`src/rtl/eeprom_rd_buffer.sv`:
```
// Buffers bytes read from EEPROM in a small FIFO. It presents them one at a time on
// show_data, paced by a fixed display interval, with a one-cycle show_valid strobe.
module eeprom_rd_buffer #(
  parameter int          FIFO_DEPTH   = 8,
  parameter logic [31:0] CNT_SHOW_MAX = 32'd49_999_999
) (
  input  logic       clk,
  input  logic       rst,
  input  logic       rd_en,
  input  logic       i2c_end,
  input  logic [7:0] rd_data,
  input  logic       clr,
  output logic [7:0] show_data,
  output logic       show_valid,
  output logic [4:0] fifo_cnt,
  output logic       full,
  output logic       empty,
  output logic       overflow
);

  localparam int AW = $clog2(FIFO_DEPTH);

  typedef enum logic {IDLE, HOLD} state_t;

  state_t        state, state_nxt;
  logic [7:0]    mem [FIFO_DEPTH];
  logic [AW-1:0] wr_ptr, rd_ptr;
  logic [31:0]   cnt_show;
  logic          rd_req, push, drop, pop, cnt_done;

  assign full     = (fifo_cnt == 5'(FIFO_DEPTH));
  assign empty    = (fifo_cnt == 5'd0);
  assign rd_req   = i2c_end && rd_en && !clr;
  assign push     = rd_req && !full;
  assign drop     = rd_req && full;
  assign cnt_done = (cnt_show == CNT_SHOW_MAX);

  // NOTE: always_comb assigns every output a default first, so no path can infer a latch.
  always_comb begin
    state_nxt = state;
    pop       = 1'b0;
    if (!clr) begin
      case (state)
        IDLE: if (!empty) begin
          pop       = 1'b1;
          state_nxt = HOLD;
        end
        HOLD: if (cnt_done) begin
          if (!empty) pop = 1'b1;
          else        state_nxt = IDLE;
        end
        default: state_nxt = IDLE;
      endcase
    end
  end

  // NOTE: storage is deliberately not reset; fifo_cnt gating keeps stale entries unreachable.
  always_ff @(posedge clk) begin
    if (push) mem[wr_ptr] <= rd_data;
  end

  // NOTE: sequential state uses non-blocking assignments only, so every flop samples pre-edge values.
  always_ff @(posedge clk) begin
    if (rst || clr) begin
      state      <= IDLE;
      wr_ptr     <= '0;
      rd_ptr     <= '0;
      fifo_cnt   <= 5'd0;
      overflow   <= 1'b0;
      cnt_show   <= 32'd0;
      show_data  <= 8'h00;
      show_valid <= 1'b0;
    end else begin
      state      <= state_nxt;
      show_valid <= pop;
      if (push) wr_ptr <= wr_ptr + 1'b1;
      if (drop) overflow <= 1'b1;
      if (pop) begin
        rd_ptr    <= rd_ptr + 1'b1;
        show_data <= mem[rd_ptr];
      end
      case ({push, pop})
        2'b10:   fifo_cnt <= fifo_cnt + 5'd1;
        2'b01:   fifo_cnt <= fifo_cnt - 5'd1;
        default: fifo_cnt <= fifo_cnt;
      endcase
      // The interval counter only runs in HOLD and rolls over when the interval expires.
      if (state == HOLD && !cnt_done) cnt_show <= cnt_show + 32'd1;
      else                            cnt_show <= 32'd0;
    end
  end

endmodule

```
`config.mk`:
```
export PLATFORM = sky130hd
export DESIGN_NAME = eeprom_rd_buffer
export DESIGN_NICKNAME = d
export VERILOG_FILES = /design/src/rtl/eeprom_rd_buffer.sv
export SDC_FILE = /design/constraint.sdc
export NUM_CORES = 1
export LEC_CHECK = 0
export CAP_MARGIN = 10
export CORE_ASPECT_RATIO = 0.8
export CORE_MARGIN = 1
export CORE_UTILIZATION = 35
export CTS_CLUSTER_DIAMETER = 60
export DETAILED_ROUTE_END_ITERATION = 12
export DONT_BUFFER_PORTS = 1
export SKIP_CTS_REPAIR_TIMING = 1
export SYNTH_ARGS = -nofsm -noshare
export SYNTH_HDL_FRONTEND = slang
export SYNTH_SLANG_ARGS = --single-unit
export TNS_END_PERCENT = 30
```
`constraint.sdc`:
```
create_clock -name clk -period 7.6 [get_ports clk]
set_input_delay 1.9 -clock clk [delete_from_list [all_inputs] [get_ports clk]]
set_output_delay 1.9 -clock clk [all_outputs]
set_load 0.05 [all_outputs]
```
# Word-level counts from Yosys, hierarchy flattened
# Memory sizes are Yosys's and may differ from the RTL's. A register that Yosys moved wholly into a read port is not among the register bits.
# Cells that the tools add are included.
[word_totals]
regBits = 46
ramBits = 64
in_bits = 13
wordCells = 40
mem_count = 1
[memory_table]
columns = ["name", "depth", "width", "rd", "rd_ports_with_merged_regs", "write_ports", "line", "text"]
rows = [
  ["mem", 8, 8, 1, 1, 1, "26", "logic [7:0] mem [FIFO_DEPTH];"],
]
[classes]
addsub = 5
n_eq_ne = 4
mux = 9
n_bitwise = 2
reduce_logical = 12
[op_table]
columns = ["cell", "count"]
rows = [
  ["adder 32 x 1 -> 32 bit, second input constant", 1],
  ["== test 32 x 26 -> 1 bit, second input constant", 1],
  ["one-hot mux 5 bit (2 select lines)", 1],
  ["adder 3 x 1 -> 3 bit, second input constant", 2],
  ["two-way mux 1 bit", 6],
  ["adder 5 x 1 -> 5 bit, second input constant", 1],
  ["== test 5 x 4 -> 1 bit, second input constant", 1],
  ["logical AND 1 bit", 5],
  ["logical NOT 5 bit", 1],
  ["subtractor 5 x 1 -> 5 bit, second input constant", 1],
  ["one-hot mux 1 bit (2 select lines)", 2],
  ["logical NOT 1 bit", 3],
  ["== test 2 x 1 -> 1 bit, second input constant", 1],
  ["== test 2 bit, second input constant", 1],
  ["NOT 1 bit", 2],
  ["nonzero test 2 bit", 1],
  ["OR reduction 2 bit", 1],
  ["logical OR 1 bit", 1],
]

# Longest topological paths before layout
# Gate-level depths: netlist of run 1.
[logic_depth]
word_depth = 7
ltp_mapped = 13
ltp_nobuf = 13

# Least setup slack after synthesis of run 1
# OpenSTA, ideal clock, no wires.
[synth_timing]
path_kind = "input-to-reg"
from = "input port i2c_end"
to = "register fifo_cnt[4]"
setup_ps = 74
arrival_time_ps = 4116
slack_ps = 3411
stages = 10
cell_sequence = "nand2_1 > a211oi_1 > inv_1 > ha_1 > ha_1 > nor2b_1 > o21ai_0 > a21oi_1 > or4_1 > a21oi_1"
[synth_between]
elab_chain_cells = 5
word_cells_on_any_way = 7
cone_classes = "2 x eq/ne; 1 x mux; 4 x reduce/logical"
[synth_rtl]
columns = ["item", "line", "text"]
rows = [
  ["from (decl)", "10", "input logic i2c_end,"],
  ["logical AND 1 bit (*) (2 in a row)", "33", "assign rd_req = i2c_end && rd_en && !clr;"],
  ["logical AND 1 bit (*)", "34", "assign push = rd_req && !full;"],
  ["== test 2 x 1 -> 1 bit / == test 2 bit (equally long branches)", "82", "case ({push, pop})"],
  ["one-hot mux 5 bit (2 select lines) / nonzero test 2 bit (equally long branches)", "--", ""],
  ["to (signal assigned)", "83", "2'b10: fifo_cnt <= fifo_cnt + 5'd1;"],
  ["to (signal assigned)", "84", "2'b01: fifo_cnt <= fifo_cnt - 5'd1;"],
  ["to (signal assigned)", "85", "default: fifo_cnt <= fifo_cnt;"],
  ["to (decl)", "15", "output logic [4:0] fifo_cnt,"],
]
# Every way passes the cells marked *; elsewhere a longest branch is shown, timed or not.
# A chain may end at the register's enable or synchronous reset.

# Final worst setup path of run 1
# Ends and elaborated chain as after synthesis.

==> flow_summary.yaml, run 1 <==
status:
  status: "finished, final reports clean"
floorplanning:
  die_y_um: 110
  core_sq_mm: 0.0143
  start_util_pct: 35.8
  row_count: 39
  die_w_um: 137
  ios: 30
  dieArea_sq_mm: 0.0151
yosys:
  synth_area_sq_mm: 0.00512
  synth_top_family_by_area: "simple AND/OR/NAND/NOR gates"
  ys_seq_area_share_pct: 58.6
  synth.distinct_cells: 52
  synth_edf_count: 64
  synth-async-reset-ratio_pct: 0
  synth-xor-area-share_pct: 3.93
  synthAdderAreaFrac_pct: 2.10
  synthFlopType: "edfxtp_1"
  avgSynthCellArea_sq_um: 12.7
  yosysWarnings: 0
  synth-seq-cells: 118
  synth-simple-area-share_pct: 15.6
  syn_inst: 404
  syn_nets: 425
  yosys-mux-area-fraction_pct: 9.97
  synth_compound_area_share_pct: 7.06
finish:
  nets: 430
  area_growth_pct: 14.9
  final_cells: 606
  layout_commonest_cell: "edfxtp_1"
  n_antenna_cell: 0
  drive_gt1_share_pct: 18.5
  most-common-layout-cells: "edfxtp_1, dfxtp_1, nor2_1, nand2_1, a21oi_1"
clocking:
  root_buffer: "clkbuf_16"
  cts_made_buffers: 17
  cts_max_level: 4
  cts_sinks: 118
  clk_pin_slew_ns: 0.06
  clk_latency_ns: 0.41
  clockBufferDepth: 2
  cts_tree: "yes"
pwr:
  worst_ir_drop_vdd_v: 0.000157
  powerDensity_mw_per_mm2: 252
  p_total_uw: 1480
  power.leakage_uw: 0.00185
grt:
  grt_pass1_vias: 3045
  antenna_found_initial: 0
  grt_pass1_wl_um: 16100
  grt_max_degree: 22
  grt_util_all_layers_pct: 14.7
  grt_overflow: 0
placement:
  hpwl_um: 6550
  dp_cells: 574
  globalplace.congestion: 0.767
  portBuffers: 0
detailed_routing:
  dr.pass1.iters: 4
  detail_route.wl_per_cell_um: 16.7
  dr.first_iter.drc_count: 131
  finalWirelength_um: 10100
  detail-route-antenna-nets: 0
  route.vias.total: 3155
  drc: 0
  vias_per_cell: 5.21
timing:
  hold_ws_ns: 0.461
  tightest_slew_ns: 0.928
  grt_setup_unrepaired: "false"
  final.setup_skew_ns: 0.00912
  finalHoldViolCount: 0
  fmax_mhz: 242
  slew_headroom_pct: 38.0
  setup_tns_ns: 0
  min_period_over_period_pct: 54.5
  drv_slew: 0
  finalSetupViolCount: 0
  finalCriticalPeriod_ns: 4.14
worst_hold_path:
  hold_start: "cnt_show[0]$_SDFF_PP0_"
  hold_class: "flop to flop"
setup_path:
  worstPathRequired_ns: 7.94
  crit_type: "primary input to flop"
  crit_start: "i2c_end"
  end_kind: "flop"
  cp_max_fo: 6
  reg2reg_from: "fifo_cnt[0]$_SDFFE_PP0P_"
  arrival_ns: 4.48
  start_kind: "primary input"
run:
  max_cap_violations: 0
[path summary, 6_finish.rpt]
check	end	slack (ns)	cells past startpoint
hold reg to reg	cnt_show[0]$_SDFF_PP0_	0.46	1
setup reg to reg	fifo_cnt[4]$_SDFFE_PP0P_	3.70	12
setup / recovery	fifo_cnt[4]$_SDFFE_PP0P_	3.46	10
hold / removal	cnt_show[0]$_SDFF_PP0_	0.46	1
[final cells by class]
cell class / count / area (sq um)
fill: 1312 / 8410
sequential: 118 / 3000
multi-input combinational: 258 / 1990
clock buffer: 17 / 425
tap: 184 / 230
clock inverter: 15 / 161
timing repair buffer: 6 / 45.0
inverter: 8 / 30.0
[registers in the layout, indices dropped and copies added (netlist names)]
register / flops
wr_ptr: 3
mem: 64
show_data: 8
fifo_cnt: 5
show_valid: 1
cnt_show: 32
state: 1
overflow: 1
rd_ptr: 3
[report_power, final]
part / internal, uW / switching, uW
clock network: 464 / 320
registers: 674 / 4.29
logic: 6.83 / 12.4
total: 1140 / 337
[metrics by stage]
stage | cell area, sq um | setup slack, ns | util (%)
6_report | 5890 | 3.46 | 41.2
5_1_grt | 5890 | 3.14 | 41.2
4_1_cts | 5890 | 3.48 | 41.2
3_5_place_dp | 5300 | 3.05 | 37.1
3_3_place_gp | 5300 | 3.11 | 37.1
2_1_floorplan | 5120 | 3.41 | -
[cells in the mapped netlist, types with 2 or more instances]
master	number	share of area [%]
edfxtp_1	64	38
dfxtp_1	54	21
nor2_1	41	3.0
a21oi_1	26	2.5
nand2_1	26	1.9
xor2_1	18	3.1
mux4_2	16	7.0
mux2i_1	15	2.9
nand4_1	13	1.6
nor3_1	13	1.3
nand3_1	11	1.1
and3_1	9	1.1
a211oi_2	8	2.0
clkbuf_1	8	0.59
inv_1	8	0.59
o21ai_0	8	0.78
ha_1	7	1.7
buf_2	5	0.49
buf_4	5	0.73
xnor2_1	5	0.85
nand2b_1	3	0.37
nor3b_1	3	0.44
or3_1	3	0.37
a31oi_1	2	0.24
and2_1	2	0.24
and4_1	2	0.34
nor2b_1	2	0.24
nor3_2	2	0.39
or2_2	2	0.24
[layer usage]
metal	vias to the layer above	track usage [%]	wire [um]
met3	8	4.16	283
met1	1592	18.2	4790
li1	1513	-	-
met4	0	5.65	89
met5	-	0	0
met2	42	24.6	4970
[worst max-delay path, cell delays in order]
cell      delay (ns)
nand2_1         0.05
a211oi_1        0.63
inv_1           0.20
ha_1            0.31
ha_1            0.32
nor2b_1         0.15
o21ai_0         0.19
a21oi_1         0.12
or4_1           0.47
a21oi_1         0.14
[logic make-up (layout without fill, tap and decap cells)]
kind of cell,Yosys count,after routing
fa+ha+maj,8,8
simple gates,145,145
xor+xnor,23,23
compound gates,51,51
buf+inv,28,46
mux,31,31
flops,118,118
(Power assumes the default switching activity.)
==> inputs of run 2 (changes only) <==
==> constraint.sdc (replaced) <==
create_clock -name clk -period 3.3 [get_ports clk]
set_input_delay 0.825 -clock clk [delete_from_list [all_inputs] [get_ports clk]]
set_output_delay 0.825 -clock clk [all_outputs]
set_load 0.05 [all_outputs]
==> run 2 against run 1 <==
  * Combinational power grew to 2.7 times the previous value
  * Count of clock-buffer cells in the layout is the same
  * First-iteration DRC count grew 57%
  * Largest cell class unchanged
  * Non-clock buffer count grew 13
==> flow_summary.yaml, run 2 (synthesis gave the netlist of run 1 again) <==
worst_hold_path:
  whs_endpoint: "cnt_show[0]$_SDFF_PP0_"
  min_path_cells: 1
  hold_start: "cnt_show[0]$_SDFF_PP0_"
  hold_class: "flop to flop"
placement:
  hpwl_um: 6880
  dp_cells: 587
  portBuffers: 0
  globalplace.congestion: 0.830
clocking:
  cts_max_level: 4
  cts_tree: "yes"
  clk_pin_slew_ns: 0.06
  cts_sinks: 118
  root_buffer: "clkbuf_16"
  clk_latency_ns: 0.41
  cts_made_buffers: 17
  clockBufferDepth: 2
timing:
  finalHoldViolCount: 0
  drv_slew: 0
  setup_tns_ns: 0
  tightest_slew_ns: 0.956
  fmax_mhz: 325
  finalSetupViolCount: 0
  hold_ws_ns: 0.472
  min_period_over_period_pct: 93.2
  final.setup_skew_ns: 0.0127
  grt_setup_unrepaired: "false"
  finalCriticalPeriod_ns: 3.08
  slew_headroom_pct: 36.2
floorplanning:
  dieArea_sq_mm: 0.0151
  start_util_pct: 35.8
  core_sq_mm: 0.0143
  die_w_um: 137
  ios: 30
  row_count: 39
  die_y_um: 110
detailed_routing:
  wl_met3_um: 338
  vias_per_cell: 5.09
  top_layer_used: "met4"
  route.vias.total: 3151
  dr.first_iter.drc_count: 206
  dr.pass1.iters: 4
  drc: 0
  detail_route.wl_per_cell_um: 16.8
  drt-met1-wl_um: 5030
  wl_met2_um: 4900
  detail-route-antenna-nets: 0
  finalWirelength_um: 10400
setup_path:
  start_kind: "flop"
  rrSetupSlack_ns: 0.22
  crit_type: "flop to flop"
  reg2reg_from: "cnt_show[30]$_SDFF_PP0_"
  slowest_delay_ns: 0.39
  reg2reg_depth: 12
  end_kind: "flop"
  arrival_ns: 3.40
  cp_max_fo: 6
  worstPathCellList: "nor4_4, and4_4, a31oi_4, nor2_4, ha_1, inv_1, fa_1, nor2b_1, o21ai_0, and3_1, or4_1, a21oi_1"
  slowest_stage: "fa_1"
  r2r_end: "fifo_cnt[4]$_SDFFE_PP0P_"
  worstPathRequired_ns: 3.63
pwr:
  powerDensity_mw_per_mm2: 581
  power.leakage_uw: 0.00192
  worst_ir_drop_vdd_v: 0.000354
  p_total_uw: 3490
finish:
  layout_commonest_cell: "edfxtp_1"
  area_growth_pct: 17.1
  finalCoreUtilization_pct: 42.0
  n_antenna_cell: 0
  regMostFlops: "mem"
  reg_top3: "mem (64), cnt_show (32), show_data (8)"
  most-common-layout-cells: "edfxtp_1, dfxtp_1, nor2_1, nand2_1, a21oi_1"
  nets: 443
  largest_reg_flops: 64
  fill_cells: 1291
  final_cells: 619
  drive_gt1_share_pct: 22.1
grt:
  grt_pass1_wl_um: 16700
  grt_overflow: 0
  grt_max_degree: 22
  grt_util_all_layers_pct: 15.3
  antenna_found_initial: 0
  grt_pass1_vias: 3172
status:
  status: "finished, final reports clean"
run:
  max_cap_violations: 0
run 2: changes by cell type in the layout (fill, tap and decap cells not counted), sizes merged:
cell / previous run / this run
inv: 17 / 19
bufinv: 1 / 2
clkinvlp: 3 / 2
clkinv: 2 / 0
buf: 6 / 19
run 2: final cells by class:
type	count	area (sq um)	area share, %
Sequential cell	118	3010	50.2
Multi-Input combinational cell	258	1990	33.1
Clock buffer	17	425	7.09
Tap cell	184	230	3.84
Clock inverter	15	176	2.94
Timing Repair Buffer	19	143	2.38
Inverter	8	30.0	0.501
run 2: worst max-delay path: cells and delay by family (launching register included):
kind                     cells  cell delay [ns]
buffers and inverters        1             0.09
AO/OA/AOI/OAI                3             0.39
AND/OR/NAND/NOR              6             1.54
flip-flops                   1             0.38
adder cells (fa/ha/maj)      2             0.60
run 2: worst max path at each step:
stage	slack (ns)	endpoint	start
global route	0.001	fifo_cnt[4]$_SDFFE_PP0P_	cnt_show[15]$_SDFF_PP0_
finish	0.22	fifo_cnt[4]$_SDFFE_PP0P_	cnt_show[30]$_SDFF_PP0_
CTS	0.24	fifo_cnt[4]$_SDFFE_PP0P_	cnt_show[29]$_SDFF_PP0_
global placement	0.31	fifo_cnt[4]$_SDFFE_PP0P_	i2c_end
floorplan	0.05	fifo_cnt[4]$_SDFFE_PP0P_	fifo_cnt[0]$_SDFFE_PP0P_
detailed placement	0.26	fifo_cnt[4]$_SDFFE_PP0P_	i2c_end
run 2: report_power, final:
| part | total [uW] | internal (uW) | switching, uW |
|---|---|---|---|
| Combinational | 50.9 | 18.3 | 32.6 |
| Sequential | 1560 | 1550 | 7.49 |
| Clock | 1870 | 1140 | 731 |
run 2: stage by stage:
| step | area, sq um | setup WS, ns |
|---|---|---|
| after global routing | 6000 | 0.00141 |
| after CTS | 6000 | 0.241 |
| after detailed placement | 5400 | 0.257 |
| final | 6000 | 0.224 |
| after global placement | 5400 | 0.308 |
| after floorplan | 5130 | 0.0530 |
run 2: layer usage:
metal | up-vias | global-route usage, %
li1 | 1538 | -
met1 | 1555 | 19.8
met2 | 50 | 24.1
met3 | 8 | 3.93
met4 | 0 | 6.83
met5 | - | 0
==> inputs of run 3 (changes only) <==
--- a/config.mk
+++ b/config.mk
@@ -5,7 +5,7 @@
 export SDC_FILE = /design/constraint.sdc
 export NUM_CORES = 1
 export LEC_CHECK = 0
-export CAP_MARGIN = 10
+export CAP_MARGIN = 25
 export CORE_ASPECT_RATIO = 0.8
 export CORE_MARGIN = 1
 export CORE_UTILIZATION = 35
==> results of run 3 <==
No change in the layout: final DEF, timing and power equal those of run 2.
